==> config.mk <==
export PLATFORM = sky130hd
export DESIGN_NAME = ysyx_25040111_memarb
export DESIGN_NICKNAME = d
export VERILOG_FILES = /design/src/rtl/ysyx_25040111_memarb_pkg.sv /design/src/rtl/ysyx_25040111_memarb_rr2.sv /design/src/rtl/ysyx_25040111_memarb.sv
export SDC_FILE = /design/constraint.sdc
export NUM_CORES = 1
export LEC_CHECK = 0
export ABC_AREA = 1
export BUFFER_PORTS_ARGS = -buffer_cell sky130_fd_sc_hd__buf_4
export CORE_AREA = 2 2 116 118
export DETAILED_ROUTE_END_ITERATION = 12
export DIE_AREA = 0 0 118 120
export HOLD_SLACK_MARGIN = 0.08
export SLEW_MARGIN = 20
export SYNTH_ARGS = -nofsm -noshare
export SYNTH_HDL_FRONTEND = slang
export SYNTH_SLANG_ARGS = --single-unit
==> constraint.sdc <==
create_clock -name clock -period 3.6 [get_ports clock]
set_input_delay 0.54 -clock clock [delete_from_list [all_inputs] [get_ports clock]]
set_output_delay 0.54 -clock clock [all_outputs]
set_load 0.05 [all_outputs]
==> src/rtl/ysyx_25040111_memarb_pkg.sv <==
// Shared encodings for the icache/data memory arbiter: FSM states, owner IDs and
// the LSU size codes carried on m_mask.
package ysyx_25040111_memarb_pkg;

  typedef enum logic [1:0] {
    StIdle   = 2'd0,
    StIfetch = 2'd1,
    StDload  = 2'd2,
    StDstore = 2'd3
  } state_e;

  localparam logic OwnerIc = 1'b0;
  localparam logic OwnerD  = 1'b1;

  localparam logic [1:0] MaskByte = 2'd0;
  localparam logic [1:0] MaskHalf = 2'd1;
  localparam logic [1:0] MaskWord = 2'd2;

  localparam int unsigned WdWidth = 10;

endpackage

==> src/rtl/ysyx_25040111_memarb_rr2.sv <==
// Two-way round-robin picker; on a tie the requester not granted last wins.
module ysyx_25040111_rr2
  import ysyx_25040111_memarb_pkg::*;
(
  input  logic       clock,
  input  logic       reset,
  input  logic       req_ic,
  input  logic       req_d,
  input  logic       update,
  output logic [1:0] grant
);

  logic last_grant;

  always_comb begin
    grant = 2'b00;
    if (req_ic && req_d) begin
      grant = (last_grant == OwnerD) ? 2'b01 : 2'b10;
    end else if (req_ic) begin
      grant = 2'b01;
    end else if (req_d) begin
      grant = 2'b10;
    end
  end

  // grant[1] doubles as the owner ID of the winner (IC = 0, D = 1).
  always_ff @(posedge clock) begin
    if (reset) begin
      last_grant <= OwnerD;
    end else if (update && (grant != 2'b00)) begin
      last_grant <= grant[1];
    end
  end

endmodule

==> src/rtl/ysyx_25040111_memarb.sv <==
// Arbitrates the icache refill and data paths onto the single LSU port, holds the
// grant for a whole burst and routes response beats back to the owner.
module ysyx_25040111_memarb
  import ysyx_25040111_memarb_pkg::*;
#(
  parameter int unsigned TIMEOUT = 1023
) (
  input  logic        clock,
  input  logic        reset,
  input  logic        ic_valid,
  output logic        ic_ready,
  input  logic [31:0] ic_addr,
  input  logic [7:0]  ic_len,
  output logic        ic_rvalid,
  output logic [31:0] ic_rdata,
  output logic        ic_rlast,
  output logic        ic_err,
  input  logic        d_valid,
  output logic        d_ready,
  input  logic        d_write,
  input  logic [31:0] d_addr,
  input  logic [31:0] d_wdata,
  input  logic [1:0]  d_mask,
  input  logic        d_rsign,
  output logic        d_rvalid,
  output logic [31:0] d_rdata,
  output logic        d_err,
  output logic        m_valid,
  input  logic        m_ready,
  output logic        m_write,
  output logic [31:0] m_addr,
  output logic [31:0] m_wdata,
  output logic [1:0]  m_mask,
  output logic        m_rsign,
  output logic [7:0]  m_len,
  output logic        m_burst,
  input  logic        m_rvalid,
  input  logic [31:0] m_rdata,
  input  logic        m_rlast,
  input  logic        m_rerr
);

  localparam logic [WdWidth-1:0] TimeoutCnt = WdWidth'(TIMEOUT);

  state_e             state;
  logic [7:0]         beats;
  logic [WdWidth-1:0] wd;
  logic [1:0]         grant;
  logic               idle, hs, last_cnt, fire, rv, err, d_busy;

  assign idle = (state == StIdle);

  ysyx_25040111_rr2 u_rr2 (
    .clock  (clock),
    .reset  (reset),
    .req_ic (ic_valid & idle),
    .req_d  (d_valid & idle),
    .update (hs),
    .grant  (grant)
  );

  always_comb begin
    m_valid  = 1'b0;
    m_write  = 1'b0;
    m_addr   = '0;
    m_wdata  = '0;
    m_mask   = '0;
    m_rsign  = 1'b0;
    m_len    = '0;
    m_burst  = 1'b0;
    ic_ready = 1'b0;
    d_ready  = 1'b0;
    if (grant[0]) begin
      m_valid  = 1'b1;
      m_addr   = ic_addr;
      m_mask   = MaskWord;
      m_len    = ic_len;
      m_burst  = (ic_len != 8'd0);
      ic_ready = m_ready;
    end else if (grant[1]) begin
      m_valid = 1'b1;
      m_write = d_write;
      m_addr  = d_addr;
      m_wdata = d_wdata;
      m_mask  = d_mask;
      m_rsign = d_rsign;
      d_ready = m_ready;
    end
  end

  assign hs       = m_valid & m_ready;
  assign last_cnt = (beats == 8'd0);
  // A real beat in the timeout cycle wins over the forced termination.
  assign fire     = ~idle & ~m_rvalid & (wd == TimeoutCnt);
  assign rv       = (~idle & m_rvalid) | fire;
  assign err      = fire | m_rerr | (m_rlast != last_cnt);
  assign d_busy   = (state == StDload) || (state == StDstore);

  assign ic_rvalid = (state == StIfetch) & rv;
  assign ic_rdata  = (ic_rvalid & ~fire) ? m_rdata : 32'd0;
  assign ic_rlast  = ic_rvalid & (fire | last_cnt);
  assign ic_err    = ic_rvalid & err;
  assign d_rvalid  = d_busy & rv;
  assign d_rdata   = (d_rvalid & ~fire) ? m_rdata : 32'd0;
  assign d_err     = d_rvalid & err;

  always_ff @(posedge clock) begin
    if (reset) begin
      state <= StIdle;
      beats <= '0;
      wd    <= '0;
    end else if (idle) begin
      if (hs) begin
        wd <= '0;
        if (grant[0]) begin
          state <= StIfetch;
          beats <= ic_len;
        end else begin
          state <= d_write ? StDstore : StDload;
          beats <= '0;
        end
      end
    end else if (m_rvalid) begin
      wd <= '0;
      if (last_cnt || m_rlast) begin
        state <= StIdle;
        beats <= '0;
      end else begin
        beats <= beats - 8'd1;
      end
    end else if (fire) begin
      state <= StIdle;
      beats <= '0;
      wd    <= '0;
    end else begin
      wd <= wd + 1'b1;
    end
  end

endmodule
==> key figures, run 1 <==
GRT
  – Largest net degree at the start of global routing: 38
  – Initial antenna violation count: 0
  – Vias in the first global route: 3698
  – First-pass GRT wire length: 18700 microns
  – GRT Total Usage: 16.3%
  – GRT overflow: 0

Detailed routing
  – WL/cell: 12.7 microns
  – Via-per-instance ratio: 4.04
  – Final wirelength: 12300 microns
  – Antenna-violating nets left: 0
  – TritonRoute pass-1 iters: 4
  – # DRC: 0
  – Initial DRC count: 129
  – DR vias: 3910

Floorplan
  – Die height: 120 microns
  – Die X-Extent: 118 microns
  – Number of I/O pins: 297
  – Core area: 13000 sq um
  – Die area: 14200 sq um
  – # rows: 42
  – Starting Density: 20.5%

Synth
  – Yosys Warn Count: 0
  – Cell with the most instances after synthesis: inv_1
  – Synthesized area per cell: 5.25 sq um
  – Synth area leaders: inv_1, dfxtp_1, nor2_1
  – Number of flops mapped to enable cells by yosys: 0
  – Sequential share of the synthesized area: 15.8%
  – Flop and latch count out of synthesis: 21
  – Yosys top cell by area: inv_1
  – Commonest cells in the netlist: inv_1, nor2_1, nand2_1, o21ai_0, nor2_2
  – Syn Nets: 660
  – Synth Instances: 508
  – Synth top area share: 19.7%
  – Mapped cell area: 2670 sq um
  – Synth Flop Type: dfxtp_1
  – Synth cell types: 31
  – Ys async rst share: 0%

Place
  – Post-DP HPWL: 10700 microns
  – GPL Wtd Cong: 0.797
  – Placed cells: 965
  – Port bufs: 296

Clocking
  – Worst-skew pair later-pin latency: 260 ps
  – Clk sinks: 21
  – Post-CTS Hold Fix Bufs: 0
  – Cts repair resizes: 0
  – Htree depth: 1
  – Total CTS buffers: 3
  – Number of setup buffers added after CTS: 0
  – CTS Root Cell: clkbuf_16
  – Clock Pin Slew Worst Setup and Hold Paths: 60 ps
  – TritonCTS clock tree: done
  – CTS Buffer Depth: 2

Layout
  – Area growth syn-to-layout: 91.4%
  – Fill cell count: 1433
  – Final net count: 946
  – Reg area: 420 sq um
  – Area of the multi-input gates: 1590 sq um
  – ANT cells: 0
  – Non-Filler Instances: 969
  – Layout cells sized above 1: 44.3%

STA
  – Hold Vio Cnt, Final: 0
  – RSZ-0062 raised after global routing: no
  – Hold_ws: 451 ps
  – Min cycle time layout: 2830 ps
  – Setup TNS: 0 ps
  – Final setup fails: 0
  – Layout Skew: 6.01 ps
  – Relative slew slack: 42.7%
  – Tightest Pin Transition: 855 ps
  – F_max: 354 MHz
  – Period utilization: 78.6%
  – Final max-slew violation count: 0

Power and ir drop
  – Peak VDD IR: 0.247 mV
  – Leak: 3.06 nW
  – Pwr dens: 485 nW/um^2

Critical path
  – Critical path peak fanout: 32
  – Crit end category: primary output
  – Worst setup path category: reg2out
  – Worst setup SP type: flop
  – Crit path required time: 3060 ps
  – Crit path DAT: 2290 ps

Status
  – Status: complete, no violations

Flow run
  – Max cap viols: 0

Worst hold path
  – Worst min path class: in2reg
[layout by cell type, fill, tap and decap left out, types with 4 or more instances in the layout]
| cell type | n |
|---|---|
| nand2_2 | 4 |
| o21ai_0 | 37 |
| nor3_1 | 9 |
| ha_1 | 4 |
| dfxtp_1 | 21 |
| nand3_1 | 18 |
| nor2_1 | 108 |
| a21oi_1 | 13 |
| inv_1 | 140 |
| nor3b_1 | 5 |
| nor2_2 | 32 |
| nand2_1 | 71 |
| o21ai_1 | 6 |
| buf_4 | 300 |
[stage by stage]
step	setup slack, ps	util, %	power, W	instance area, sq um
finish	772	39.3	0.00247	5100
detailed placement	1030	38.7	0.00225	5020
floorplan	763	-	0.00165	2670
CTS	754	39.3	0.00249	5100
global route	499	39.3	0.00265	5100
global placement	1100	38.7	0.00225	5020
[logic make-up (layout without fill, tap and decap cells)]
kind of cell / count (synthesis) / in the layout / synth area share, %
AO/OA/AOI/OAI: 59 / 59 / 12.1
XOR/XNOR: 2 / 2 / 0.657
adder cells (fa/ha/maj): 4 / 4 / 1.88
buffers and inverters: 162 / 447 / 24.9
flip-flops: 21 / 21 / 15.8
AND/OR/NAND/NOR: 260 / 260 / 44.7
[layout make-up]
class                           instances  share of cell area (%)
Clock inverter                          1                  0.0981
Timing Repair Buffer                  300                    44.2
Tap cell                              176                    4.32
Inverter                              143                    10.5
Clock buffer                            3                    1.47
Sequential cell                        21                    8.24
Multi-Input combinational cell        325                    31.2
[critical path, cell delays in order (launching register included)]
cell and delay [ps]:
dfxtp_1 370, ha_1 200, inv_1 60, nor2_2 190
nand4_4 160, nand2_2 110, inv_2 50, nor2_4 90
nand2_2 340, nor2_1 230, buf_4 220
[state kept, by name (all words and copies together), names as in the netlist]
name              count
beats                 8
state                 2
u_rr2.last_grant      1
wd                   10
[path summary, 6_finish.rpt]
kind / slack (ps) / endpoint / cells past startpoint / start
max: 770 / d_rdata[8] / 10 / wd[0]
min: 450 / wd[8] / 2 / reset
max reg2reg: 1640 / state[0] / 13 / beats[0]
min reg2reg: 510 / wd[1] / 2 / wd[1]
[report_power, final]
part	internal, W	switching, W
clock network	0.000149	0.0000898
registers	0.000286	0.0000473
logic	0.000565	0.00134
[metal layers]
metal / GRT usage (%) / vias to the layer above / routed length (microns)
met3: 4.71 / 10 / 1150
met2: 32.5 / 195 / 6480
met1: 16.6 / 1653 / 4440
met4: 3.84 / 0 / 198
li1: - / 2052 / -
met5: 0 / - / 0
No activity file was read; power rests on OpenSTA's default activity.
==> inputs of run 2 (changes only) <==
==> constraint.sdc (replaced) <==
create_clock -name clock -period 2.6 [get_ports clock]
set_input_delay 0.39 -clock clock [delete_from_list [all_inputs] [get_ports clock]]
set_output_delay 0.39 -clock clock [all_outputs]
set_load 0.05 [all_outputs]
==> run 2 against run 1 <==
Against the previous run:
- routed wire length rose by 1.7%
- global-route usage about the same
- sequential share of layout area down 0.14 points
- worst setup slack worse by 590 ps
- critical endpoint is now ic_rdata[18]
- die area unchanged
- sequential power up 38%
- largest cell class unchanged
- combinational power up 41%
- sequential cell count did not move
- critical path depth stayed put
- clock skew is 1.8 ps lower
- final area rose by 1.7%
- hold slack got worse by 130 ps
==> key figures, run 2 (synthesized netlist as in run 1, its figures left out) <==
Floorplan
  – Core area: 13000 sq um
  – # rows: 42
  – Starting Density: 20.5%
  – Die area: 14200 sq um
  – Die X-Extent: 118 microns
  – Die height: 120 microns
  – Number of I/O pins: 297

Detailed routing
  – Via-per-instance ratio: 4.07
  – Antenna-violating nets left: 0
  – TritonRoute pass-1 iters: 6
  – Initial DRC count: 59
  – WL/cell: 12.8 microns
  – DR vias: 3972
  – Final wirelength: 12500 microns
  – # DRC: 0

Layout
  – Layout cells sized above 1: 44.7%
  – Reg with most FFs: wd
  – Final net count: 952
  – Max reg flops: 10
  – ANT cells: 0
  – Non-Filler Instances: 975
  – Area growth syn-to-layout: 94.6%
  – Commonest cells after routing, fill and taps aside: buf_4, inv_1, nor2_1
  – Fill cell count: 1423
  – Most common cell after layout, fill and taps aside: buf_4
  – Top Registers: wd: 10 flops, beats: 8 flops, state: 2 flops

STA
  – RSZ-0062 raised after global routing: no
  – Final max-slew violation count: 0
  – Tightest Pin Transition: 454 ps
  – Period utilization: 92.9%
  – Final setup fails: 0
  – Hold Vio Cnt, Final: 0
  – F_max: 414 MHz
  – Min cycle time layout: 2410 ps
  – Relative slew slack: 69.6%
  – Hold_ws: 321 ps
  – Layout Skew: 4.25 ps

Worst hold path
  – Hold depth: 2
  – HP Start: reset
  – Worst min path class: in2reg
  – Hold-critical path endpoint: state[1]

GRT
  – Largest net degree at the start of global routing: 38
  – GRT Total Usage: 16.4%
  – GRT overflow: 0
  – Initial antenna violation count: 0
  – Vias in the first global route: 3614
  – First-pass GRT wire length: 18700 microns

Critical path
  – Slowest CP cell: dfxtp_1
  – Worst setup SP type: flop
  – Reg2Reg Setup Slack: 620 ps
  – CP bufs+invs: 3
  – Reg2reg end: state[0]
  – Crit path required time: 2210 ps
  – Critical Path Start: wd[0]
  – Crit path DAT: 2020 ps
  – Reg2reg path depth: 13
  – Worst path cell trace: ha_1 -> inv_1 -> nor2_4 -> nand4_4 -> nand2_2 -> nand3_2 -> inv_2 -> nand2_4 -> nor2_2 -> buf_4
  – Crit end category: primary output
  – Family with the most delay on the worst path: simple AND/OR/NAND/NOR gates
  – Largest stage delay on the critical path: 370 ps
  – FF-to-FF Start: beats[0]
  – Critical path peak fanout: 16
  – Worst setup path category: reg2out

Clocking
  – CTS Root Cell: clkbuf_16
  – Total CTS buffers: 3
  – Htree depth: 1
  – Worst-skew pair later-pin latency: 260 ps
  – Clk sinks: 21
  – CTS Buffer Depth: 2
  – TritonCTS clock tree: done
  – Clock Pin Slew Worst Setup and Hold Paths: 60 ps

Place
  – Port bufs: 296
  – Placed cells: 969
  – Post-DP HPWL: 10700 microns
  – GPL Wtd Cong: 0.768

Power and ir drop
  – Int Power: 0.00142 W
  – Leak: 3.10 nW
  – Register share of total power: 13.3%
  – Sw frac: 59.1%
  – Net Sw Power: 0.00206 W
  – Peak VDD IR: 0.337 mV
  – Logic pwr share: 77.1%
  – Pwr dens: 671 nW/um^2
  – Clock share of power: 9.6%

Status
  – Status: complete, no violations

Flow run
  – Max cap viols: 0
## run 2: power groups by stage
stage / clock network (W) / registers [W] / logic, W
2_1_floorplan: 0 / 0.000452 / 0.00184
3_3_place_gp: 0 / 0.000467 / 0.00268
3_5_place_dp: 0 / 0.000469 / 0.00268
4_1_cts: 0.000338 / 0.000461 / 0.00270
5_1_grt: 0.000354 / 0.000473 / 0.00290
6_report: 0.000335 / 0.000461 / 0.00268
## run 2: worst max path at each step
stage	slack, ps	cells after the start	endpoint
4_1_cts	40	10	ic_rdata[31]
3_3_place_gp	300	10	ic_rdata[31]
6_report	190	10	ic_rdata[18]
3_5_place_dp	270	10	ic_rdata[31]
2_1_floorplan	-90	10	d_rdata[10]
5_1_grt	3	11	d_rdata[6]
## run 2: through the flow
stage	TNS [ps]	setup WS (ps)	utilization [%]	instance area (sq um)	power, W
finish	0	185	40.0	5190	0.00348
global route	0	3.32	40.0	5190	0.00373
CTS	0	35.5	39.7	5150	0.00350
detailed placement	0	265	39.0	5060	0.00315
global placement	0	297	39.0	5060	0.00315
floorplan	-2620	-87.3	-	2670	0.00229
## run 2: area by class of cell
cell class	count	area [sq um]	area share, %
Multi-Input combinational cell	326	1630	31.3
Inverter	143	537	10.3
Timing Repair Buffer	305	2310	44.5
Tap cell	176	220	4.25
Sequential cell	21	420	8.10
Clock buffer	4	78.8	1.52
## run 2: per-layer routing
layer,track usage (%),up-vias,wire [microns]
li1,-,2064,-
met1,16.7,1711,4470
met2,32.8,190,6710
met3,5.28,7,1190
met4,2.26,0,97
met5,0,-,0
## run 2: repair_timing
action                                  4_1_cts  5_1_grt
gates resized for setup                       2        3
buffers inserted                              0        1
endpoints found under the setup margin        1       55
pin swaps                                     0        2
hold buffers                                  0        0
cloned                                        0        1
## run 2: worst reg2reg max path: cells and delay by family (launching register included)
family	cells	cell delay [ps]
buf+inv	5	440
fa+ha+maj	2	360
simple gates	6	710
flops	1	360
==> inputs of run 3 (changes only) <==
--- a/config.mk
+++ b/config.mk
@@ -7,11 +7,12 @@
 export LEC_CHECK = 0
 export ABC_AREA = 1
 export BUFFER_PORTS_ARGS = -buffer_cell sky130_fd_sc_hd__buf_4
-export CORE_AREA = 2 2 116 118
+export CORE_AREA = 2 2 115 117
 export DETAILED_ROUTE_END_ITERATION = 12
-export DIE_AREA = 0 0 118 120
+export DIE_AREA = 0 0 117 119
 export HOLD_SLACK_MARGIN = 0.08
 export SLEW_MARGIN = 20
 export SYNTH_ARGS = -nofsm -noshare
 export SYNTH_HDL_FRONTEND = slang
+export SYNTH_HIERARCHICAL = 1
 export SYNTH_SLANG_ARGS = --single-unit
==> run 3 against run 2 <==
Against the previous run:
- hold slack improved by 58 ps
- fmax shrank 1.3%
- sequential share of layout area decreased by 0.33 points
- worst setup slack got worse by 31 ps
- synthesized cell count grew 4.7%
- critical path depth fell by 2
- critical path type unchanged
- largest cell class unchanged
==> key figures, run 3 <==
Layout
  – ANT cells: 0
  – Commonest cells after routing, fill and taps aside: buf_4, nand2_1, inv_1
  – Reg with most FFs: wd
  – Fill cell count: 1396
  – Area growth syn-to-layout: 96.0%
  – Non-Filler Instances: 992
  – Max reg flops: 10
  – Final Util: 42.1%
  – Layout cells sized above 1: 48.9%
  – Most common cell after layout, fill and taps aside: buf_4
  – Top Registers: wd: 10 flops, beats: 8 flops, state: 2 flops
  – Final net count: 969

Synth
  – Ys async rst share: 0%
  – Mapped cell area: 2770 sq um
  – Yosys Warn Count: 6
  – Largest family of logic cells by synthesized area: simple AND/OR/NAND/NOR gates
  – Synth Area in Simple Gates: 62.1%
  – Sequential share of the synthesized area: 15.2%
  – Syn Nets: 684
  – Synthesized area per cell: 5.20 sq um
  – Synth Area in Compound Gates: 4.39%
  – Synth Instances: 532
  – Synth area leaders: nand2_1, dfxtp_1, nor2_1
  – Multiplexer share of the synthesized area: 0%
  – Flop and latch count out of synthesis: 21
  – Post-synthesis adder-cell area fraction: 1.81%
  – Yosys top cell by area: nand2_1
  – Number of flops mapped to enable cells by yosys: 0
  – Synth cell types: 33
  – Commonest cells in the netlist: nand2_1, nor2_1, inv_1, nand3_1, nor2_2
  – Synth Flop Type: dfxtp_1
  – Cell with the most instances after synthesis: nand2_1
  – Synth top area share: 22.4%
  – Xor and xnor area share after synthesis: 0.949%

Detailed routing
  – Antenna-violating nets left: 0
  – DR vias: 4156
  – TritonRoute pass-1 iters: 4
  – WL/cell: 12.5 microns
  – Via-per-instance ratio: 4.19
  – Initial DRC count: 110
  – # DRC: 0
  – Final wirelength: 12400 microns

Power and ir drop
  – Peak VDD IR: 0.531 mV
  – Leak: 3.08 nW
  – Pwr dens: 985 nW/um^2
  – Final Power: 0.00534 W

Place
  – GPL Wtd Cong: 0.815
  – Placed cells: 985
  – Port bufs: 296
  – Post-DP HPWL: 10400 microns

GRT
  – GRT Total Usage: 16.0%
  – Vias in the first global route: 3561
  – GRT overflow: 0
  – Largest net degree at the start of global routing: 79
  – Initial antenna violation count: 0
  – First-pass GRT wire length: 17900 microns

Worst hold path
  – Worst min path class: in2reg

STA
  – RSZ-0062 raised after global routing: no
  – Min cycle time layout: 2450 ps
  – Period utilization: 94.1%
  – Final max-slew violation count: 0
  – Hold Vio Cnt, Final: 0
  – Tightest Pin Transition: 496 ps
  – Final setup fails: 0
  – Relative slew slack: 66.7%
  – Layout Skew: 2.39 ps
  – F_max: 409 MHz
  – Hold_ws: 379 ps

Critical path
  – Critical path peak fanout: 39
  – Crit path required time: 2210 ps
  – Crit end category: primary output
  – Family with the most delay on the worst path: buffers and inverters
  – Largest stage delay on the critical path: 380 ps
  – Most used cell along the critical path: nand2_1
  – Slowest CP cell: buf_8
  – Crit path DAT: 2060 ps
  – CP bufs+invs: 3
  – Worst setup path category: reg2out
  – Worst setup SP type: flop
  – Worst path cell trace: inv_1 -> nand2_1 -> nor2_1 -> a21boi_4 -> buf_8 -> nand2_1 -> nand2_1 -> buf_4

Clocking
  – Clk sinks: 21
  – Worst-skew pair later-pin latency: 250 ps
  – CTS Buffer Depth: 2
  – TritonCTS clock tree: done
  – Htree depth: 1
  – CTS Root Cell: clkbuf_16
  – Clock Pin Slew Worst Setup and Hold Paths: 60 ps
  – Total CTS buffers: 3

Status
  – Status: complete, no violations

Floorplan
  – # rows: 42
  – Die X-Extent: 117 microns
  – Core area: 12900 sq um
  – Die height: 119 microns
  – Number of I/O pins: 297
  – Die area: 13900 sq um
  – Starting Density: 21.5%

Flow run
  – Max cap viols: 0
run 3: through the flow:
| stage | area [sq um] | setup WS [ps] | setup TNS [ps] |
|---|---|---|---|
| final | 5420 | 154 | 0 |
| after global routing | 5420 | 7.30 | 0 |
| after CTS | 5370 | 32.5 | 0 |
| after detailed placement | 5280 | 214 | 0 |
| after global placement | 5280 | 253 | 0 |
| after floorplan | 2870 | -106 | -1510 |
run 3: layer usage:
metal	wire length (microns)	track usage, %
met1	4870	18.5
met2	6430	30.8
met3	997	2.49
met4	125	2.65
met5	0	0
run 3: cell type report:
| cell class | count | area, sq um | area share (%) |
|---|---|---|---|
| timing repair buffer | 309 | 2370 | 43.7 |
| multi-input combinational | 409 | 2060 | 37.9 |
| sequential | 21 | 422 | 7.77 |
| inverter | 73 | 277 | 5.10 |
| tap | 176 | 220 | 4.06 |
| clock buffer | 4 | 78.8 | 1.45 |
run 3: final timing paths:
kind / start / endpoint / slack, ps / cells past startpoint
worst min register to register: wd[0] / wd[0] / 480 / 2
worst max-delay path: state[1] / m_addr[13] / 150 / 8
worst max register to register: state[1] / beats[7] / 270 / 13
worst min-delay path: reset / beats[0] / 380 / 2
run 3: worst reg2reg max path: stages (launching register included):
cell and delay [ps]:
dfxtp_1 330, inv_1 130, nand2_1 130, nor2_1 160, a21boi_4 300, inv_4 130
nand2_2 100, nand2_1 90, nand2_1 140, inv_2 90, a21oi_1 380, nand3_1 130
nand2_1 90, inv_1 30
run 3: repair_timing:
item                       CTS  global route
setup buffers                0             2
setup endpoints to repair   18            89
gates cloned                 0             1
resized for setup            1             9
hold buffers                 0             0
pin swaps                    0             1
run 3: report_power, final:
part	switching [W]	internal [W]	leakage, nW	total (W)
clock	0.000121	0.000209	0.0382	0.000330
sequential	0.0000637	0.000399	0.172	0.000463
combinational	0.00323	0.00132	2.87	0.00455
run 3: kinds of logic (layout without fill, tap and decap cells):
kind of cell,count (synthesis),after routing
adder cells (fa/ha/maj),4,4
flip-flops,21,21
AO/OA/AOI/OAI,22,22
buffers and inverters,102,386
XOR/XNOR,3,3
AND/OR/NAND/NOR,380,380
